File: src/rtl/stopwatch_ctrl.sv
// Purpose : RUN/PAUSE/ADJUST mode controller owning the mm:ss counters and per-field blanking.
// Latency : raw inputs pass a 2-FF synchroniser, then button debounce; every output is registered and
//           changes the cycle after its cause.
// Backpressure: none. Tick inputs are single-cycle strobes and are consumed in the cycle they arrive.
//
// Ports:
//   i_clk, i_rst            clock; synchronous active-low reset (0 = reset)
//   i_tick_1hz / i_tick_2hz run-mode count tick / adjust-mode step tick
//   i_tick_fast             debounce sample strobe
//   i_tick_blink            blink phase toggle
//   i_btn_pause/i_btn_reset raw async buttons, active-high
//   i_sw_adj / i_sw_sel     raw async switches (adjust enable / field select, 1 = seconds)
//   o_minutes / o_seconds   binary count, 0..MAX_MIN / 0..59
//   o_blank_min/o_blank_sec per-field display blanking
//   o_paused / o_adj_active mode flags
module stopwatch_ctrl #(
  parameter int DB_SAMPLES = 3,
  parameter int MAX_MIN    = 59
) (
  input  logic       i_clk,
  input  logic       i_rst,
  input  logic       i_tick_1hz,
  input  logic       i_tick_2hz,
  input  logic       i_tick_fast,
  input  logic       i_tick_blink,
  input  logic       i_btn_pause,
  input  logic       i_btn_reset,
  input  logic       i_sw_adj,
  input  logic       i_sw_sel,
  output logic [5:0] o_minutes,
  output logic [5:0] o_seconds,
  output logic       o_blank_min,
  output logic       o_blank_sec,
  output logic       o_paused,
  output logic       o_adj_active
);

  typedef enum logic [1:0] {
    ST_RUN    = 2'd0,
    ST_PAUSE  = 2'd1,
    ST_ADJUST = 2'd2
  } state_t;

  // The counter only needs to reach DB_SAMPLES-1; the accepting sample clears it.
  localparam int         CW       = (DB_SAMPLES < 2) ? 1 : $clog2(DB_SAMPLES);
  localparam logic [5:0] MIN_MAX  = 6'(MAX_MIN);
  localparam logic [5:0] SEC_MAX  = 6'd59;
  localparam logic [CW-1:0] DB_LAST = CW'(DB_SAMPLES - 1);

  // Bit order of the synchroniser bus: {sel, adj, btn_reset, btn_pause}.
  logic [3:0]    r_sync1;
  logic [3:0]    r_sync2;
  logic [1:0]    r_stable;
  logic [1:0]    r_stable_d;
  logic [CW-1:0] r_db_cnt [0:1];

  state_t        r_state;
  state_t        r_ret;
  logic [5:0]    r_minutes;
  logic [5:0]    r_seconds;
  logic          r_blink;
  logic          r_blank_min;
  logic          r_blank_sec;
  logic          r_paused;
  logic          r_adj_active;

  logic [1:0]    w_press;
  logic          w_adj;
  logic          w_sel;
  state_t        w_state_nxt;
  state_t        w_ret_nxt;
  logic [5:0]    w_min_nxt;
  logic [5:0]    w_sec_nxt;
  logic          w_blink_nxt;

  // Using >= rather than == guarantees the field can never leave its legal range.
  function automatic logic [5:0] wrap_inc(input logic [5:0] v, input logic [5:0] max);
    return (v >= max) ? 6'd0 : v + 6'd1;
  endfunction

  assign w_press = r_stable & ~r_stable_d;
  assign w_adj   = r_sync2[2];
  assign w_sel   = r_sync2[3];

  // Synchroniser and button debounce.
  always_ff @(posedge i_clk) begin
    if (!i_rst) begin
      r_sync1    <= '0;
      r_sync2    <= '0;
      r_stable   <= '0;
      r_stable_d <= '0;
      for (int i = 0; i < 2; i++) r_db_cnt[i] <= '0;
    end else begin
      r_sync1    <= {i_sw_sel, i_sw_adj, i_btn_reset, i_btn_pause};
      r_sync2    <= r_sync1;
      r_stable_d <= r_stable;
      if (i_tick_fast) begin
        for (int i = 0; i < 2; i++) begin
          if (r_sync2[i] != r_stable[i]) begin
            if (r_db_cnt[i] == DB_LAST) begin
              r_stable[i] <= r_sync2[i];
              r_db_cnt[i] <= '0;
            end else begin
              r_db_cnt[i] <= r_db_cnt[i] + CW'(1);
            end
          end else begin
            r_db_cnt[i] <= '0;
          end
        end
      end
    end
  end

  // Next-state, next-count and blink. Ticks are judged against the current state.
  always_comb begin
    w_state_nxt = r_state;
    w_ret_nxt   = r_ret;
    w_min_nxt   = r_minutes;
    w_sec_nxt   = r_seconds;
    w_blink_nxt = r_blink ^ i_tick_blink;

    if (w_press[1]) begin
      w_min_nxt = 6'd0;
      w_sec_nxt = 6'd0;
    end else if (r_state == ST_RUN && i_tick_1hz) begin
      if (r_seconds >= SEC_MAX) begin
        w_sec_nxt = 6'd0;
        w_min_nxt = wrap_inc(r_minutes, MIN_MAX);
      end else begin
        w_sec_nxt = r_seconds + 6'd1;
      end
    end else if (r_state == ST_ADJUST && i_tick_2hz) begin
      // Adjust steps wrap within the selected field only; no carry.
      if (w_sel) w_sec_nxt = wrap_inc(r_seconds, SEC_MAX);
      else       w_min_nxt = wrap_inc(r_minutes, MIN_MAX);
    end

    // A pause press that coincides with the adjust switch wins; the switch is seen next cycle.
    case (r_state)
      ST_RUN: begin
        if (w_press[0]) begin
          w_state_nxt = ST_PAUSE;
        end else if (w_adj) begin
          w_state_nxt = ST_ADJUST;
          w_ret_nxt   = ST_RUN;
        end
      end
      ST_PAUSE: begin
        if (w_press[0]) begin
          w_state_nxt = ST_RUN;
        end else if (w_adj) begin
          w_state_nxt = ST_ADJUST;
          w_ret_nxt   = ST_PAUSE;
        end
      end
      ST_ADJUST: begin
        if (!w_adj) w_state_nxt = r_ret;
      end
      default: begin
        w_state_nxt = ST_RUN;
        w_ret_nxt   = ST_RUN;
      end
    endcase
  end

  always_ff @(posedge i_clk) begin
    if (!i_rst) begin
      r_state      <= ST_RUN;
      r_ret        <= ST_RUN;
      r_minutes    <= 6'd0;
      r_seconds    <= 6'd0;
      r_blink      <= 1'b0;
      r_blank_min  <= 1'b0;
      r_blank_sec  <= 1'b0;
      r_paused     <= 1'b0;
      r_adj_active <= 1'b0;
    end else begin
      r_state      <= w_state_nxt;
      r_ret        <= w_ret_nxt;
      r_minutes    <= w_min_nxt;
      r_seconds    <= w_sec_nxt;
      r_blink      <= w_blink_nxt;
      r_blank_min  <= (w_state_nxt == ST_ADJUST) & ~w_sel & w_blink_nxt;
      r_blank_sec  <= (w_state_nxt == ST_ADJUST) &  w_sel & w_blink_nxt;
      r_paused     <= (w_state_nxt == ST_PAUSE);
      r_adj_active <= (w_state_nxt == ST_ADJUST);
    end
  end

  assign o_minutes    = r_minutes;
  assign o_seconds    = r_seconds;
  assign o_blank_min  = r_blank_min;
  assign o_blank_sec  = r_blank_sec;
  assign o_paused     = r_paused;
  assign o_adj_active = r_adj_active;

endmodule

File: config.mk
export PLATFORM = sky130hd
export DESIGN_NAME = stopwatch_ctrl
export DESIGN_NICKNAME = d
export VERILOG_FILES = /design/src/rtl/stopwatch_ctrl.sv
export SDC_FILE = /design/constraint.sdc
export NUM_CORES = 1
export LEC_CHECK = 0
export ABC_AREA = 1
export CORE_UTILIZATION = 40
export CTS_CLUSTER_SIZE = 16
export DETAILED_ROUTE_END_ITERATION = 8
export PLACE_DENSITY = 0.63
export SKIP_CTS_REPAIR_TIMING = 1
export SYNTH_ARGS = -nofsm -noshare
export SYNTH_HDL_FRONTEND = slang
export SYNTH_SLANG_ARGS = --single-unit
File: constraint.sdc
create_clock -name i_clk -period 1.45 [get_ports i_clk]
set_input_delay 0.2175 -clock i_clk [delete_from_list [all_inputs] [get_ports i_clk]]
set_output_delay 0.2175 -clock i_clk [all_outputs]
set_load 0.05 [all_outputs]
==> metrics.cfg <==
[outcome]
status=finished clean

[clock_network]
htreeDepth=2
clk_pin_slew_worst_paths_ns=0.07
clk_latency_ns=0.29
tritoncts=yes
cts_buffer_depth=2
cts.sinks=36
numCtsBuffers=5
cts_root_buf=clkbuf_8

[timing]
max_freq_ghz=0.755
report.final.slew_viol_count=0
setup_viol=0
fin_crit_ns=1.32
post-route-period-util_pct=91.3
rsz0062_at_grt=no
slew_headroom_pct=79.5
skew_ns=0.00591
tightestPinTransition_ns=0.306
finalHoldViolations=0

[setup_path]
slowest_stage=dfxtp_2
crit_path_start_kind=flip-flop
required_ns=1.67
crit_fanout=5
ff2ff_setup_slack_ns=0.13
cp-end-kind=flip-flop
cp_cell_sequence=ha_1 -> or2_1 -> nand3_2 -> inv_1 -> nor2_1 -> nand2_1 -> a21oi_1
worstPathArrival_ns=1.55
crit_type=reg2reg
critical-path-max-stage-delay_ns=0.36

[synthesis]
ys_top_cells_by_area=dfxtp_1 41%, nand2_1 10%, inv_1 9.1%, edfxtp_1 7.7%, nand3_1 5.8%
yosysWarnings=0
yosysTopAreaCellShare_pct=41.0
synth_cell_types=25
synth_cells=203
syn_nets=217
yosys.area.top_type=dfxtp_1
syn_avg_cell_area_sq_um=7.70
ys_ff_latch=36
yosysSeqAreaShare_pct=48.6
synth_area_sq_um=1560

[final_layout]
multi_input_area_sq_um=646
fillCellCount=360
layout.nets=257
final_cell_mix=42 x nand2_1, 38 x inv_1, 28 x dfxtp_1
fin_area_sq_um=2130
insertedDiodeCount=0
area_growth_pct=36.4
drive_gt1_share_pct=21.3
register_area_sq_um=766
final_common_cell=nand2_1

[die]
die_h_um=64.5
num_rows=22
core_area_sq_um=3720
dieArea_sq_um=4160
die_x_um=64.5
start_util_pct=42.1
io_pins=26

[power]
powerDensity_nw_per_um2=910
max-vdd-ir-drop_v=0.000598
power.leakage_nw=1.00
power.total_mw=1.94

[place]
placedInstanceArea_sq_um=2050
place_congestion=0.815
numPortBuffers=25
hpwl_um=2310

[flow_run]
drv_cap=0

[route]
wl_met3_um=95
drcViolationCount=0
wl_met2_um=1410
dr.max_layer_used=met4
drtPass1Iterations=4
drt_iter0_drc=50
drt-total-wl_um=2930
wl_met1_um=1350
avgRoutedWirePerCell_um=10.0
antenna_left=0
avgViaCountPerCell=4.61
via_count=1347

[hold_path]
hp-class=reg2reg

[grt]
grt_pass1_wl_um=5210
track_usage_pct=16.6
grt_max_degree=13
grt_pass1_vias=1240
antenna_found_initial=0
grt_overflow_total=0

-- registers in the layout (all words and copies together) (netlist names), 2 cells and up --
signal,flops
r_stable,2
r_stable_d,2
o_seconds,6
r_sync1,4
r_db_cnt,4
r_state,2
o_minutes,6
r_sync2,4
-- metrics by stage --
step                      setup WS (ns)  setup TNS, ns  hold WS, ns  utilization [%]  cells
after floorplan                -0.00234       -0.00234        0.315                -    203
after global placement           0.0610              0        0.392             55.3    284
after detailed placement         0.0443              0        0.398             55.3    284
after CTS                         0.112              0        0.415             57.4    292
after global routing           0.000856              0        0.431             57.4    292
final                             0.126              0        0.413             57.4    292
-- final timing paths --
check,to,cells past startpoint,start
min reg2reg,r_sync2[2],2,r_sync1[2]
max,o_minutes[3],7,o_minutes[0]
max reg2reg,o_minutes[3],7,o_minutes[0]
min,r_sync2[2],2,r_sync1[2]
-- where the power goes --
group | switching [mW] | leakage, nW | internal, mW
logic | 0.116 | 0.656 | 0.0941
clock network | 0.336 | 0.0399 | 0.334
registers | 0.0206 | 0.307 | 1.04
total | 0.473 | 1.00 | 1.47
-- cells by family after synthesis --
group | after synthesis | synth area share (%)
buffers and inverters | 42 | 10.1
adders and majority gates | 4 | 3.20
AOI/OAI and AO/OA | 17 | 6.00
DFF | 36 | 48.6
and+or+nand+nor | 102 | 31.0
xor gates and xnor gates | 2 | 1.12
-- area by class of cell --
cell class,instances,area share (%)
Clock buffer,7,3.58
Inverter,41,7.21
Tap cell,48,2.82
Multi-Input combinational cell,125,30.3
Clock inverter,1,0.176
Sequential cell,36,35.9
Timing Repair Buffer,34,20.1
-- cell usage after synthesis, drive strengths merged --
library cell and n:
a211oi 1, a21oi 12, a311oi 1, clkbuf 1, dfxtp 32, edfxtp 4, ha 4, inv 41
nand2 49, nand3 20, nand4 5, nor2 21, nor3 3, o211ai 1, o21ai 2, or2 4
xor2 2
-- metal layers --
layer,track usage (%),up-vias
li1,-,714
met1,19.5,597
met2,27.8,29
met3,3.87,7
met4,9.17,0
met5,0,-
-- worst max-delay path, delay by kind of cell (launching register included) --
family                     cells  cell delay (ns)
AOI/OAI and AO/OA              1             0.11
adders and majority gates      1             0.24
buffers and inverters          1             0.06
DFF                            1             0.36
and+or+nand+nor                4             0.51
Note: power is estimated with default switching activity, not from simulation.
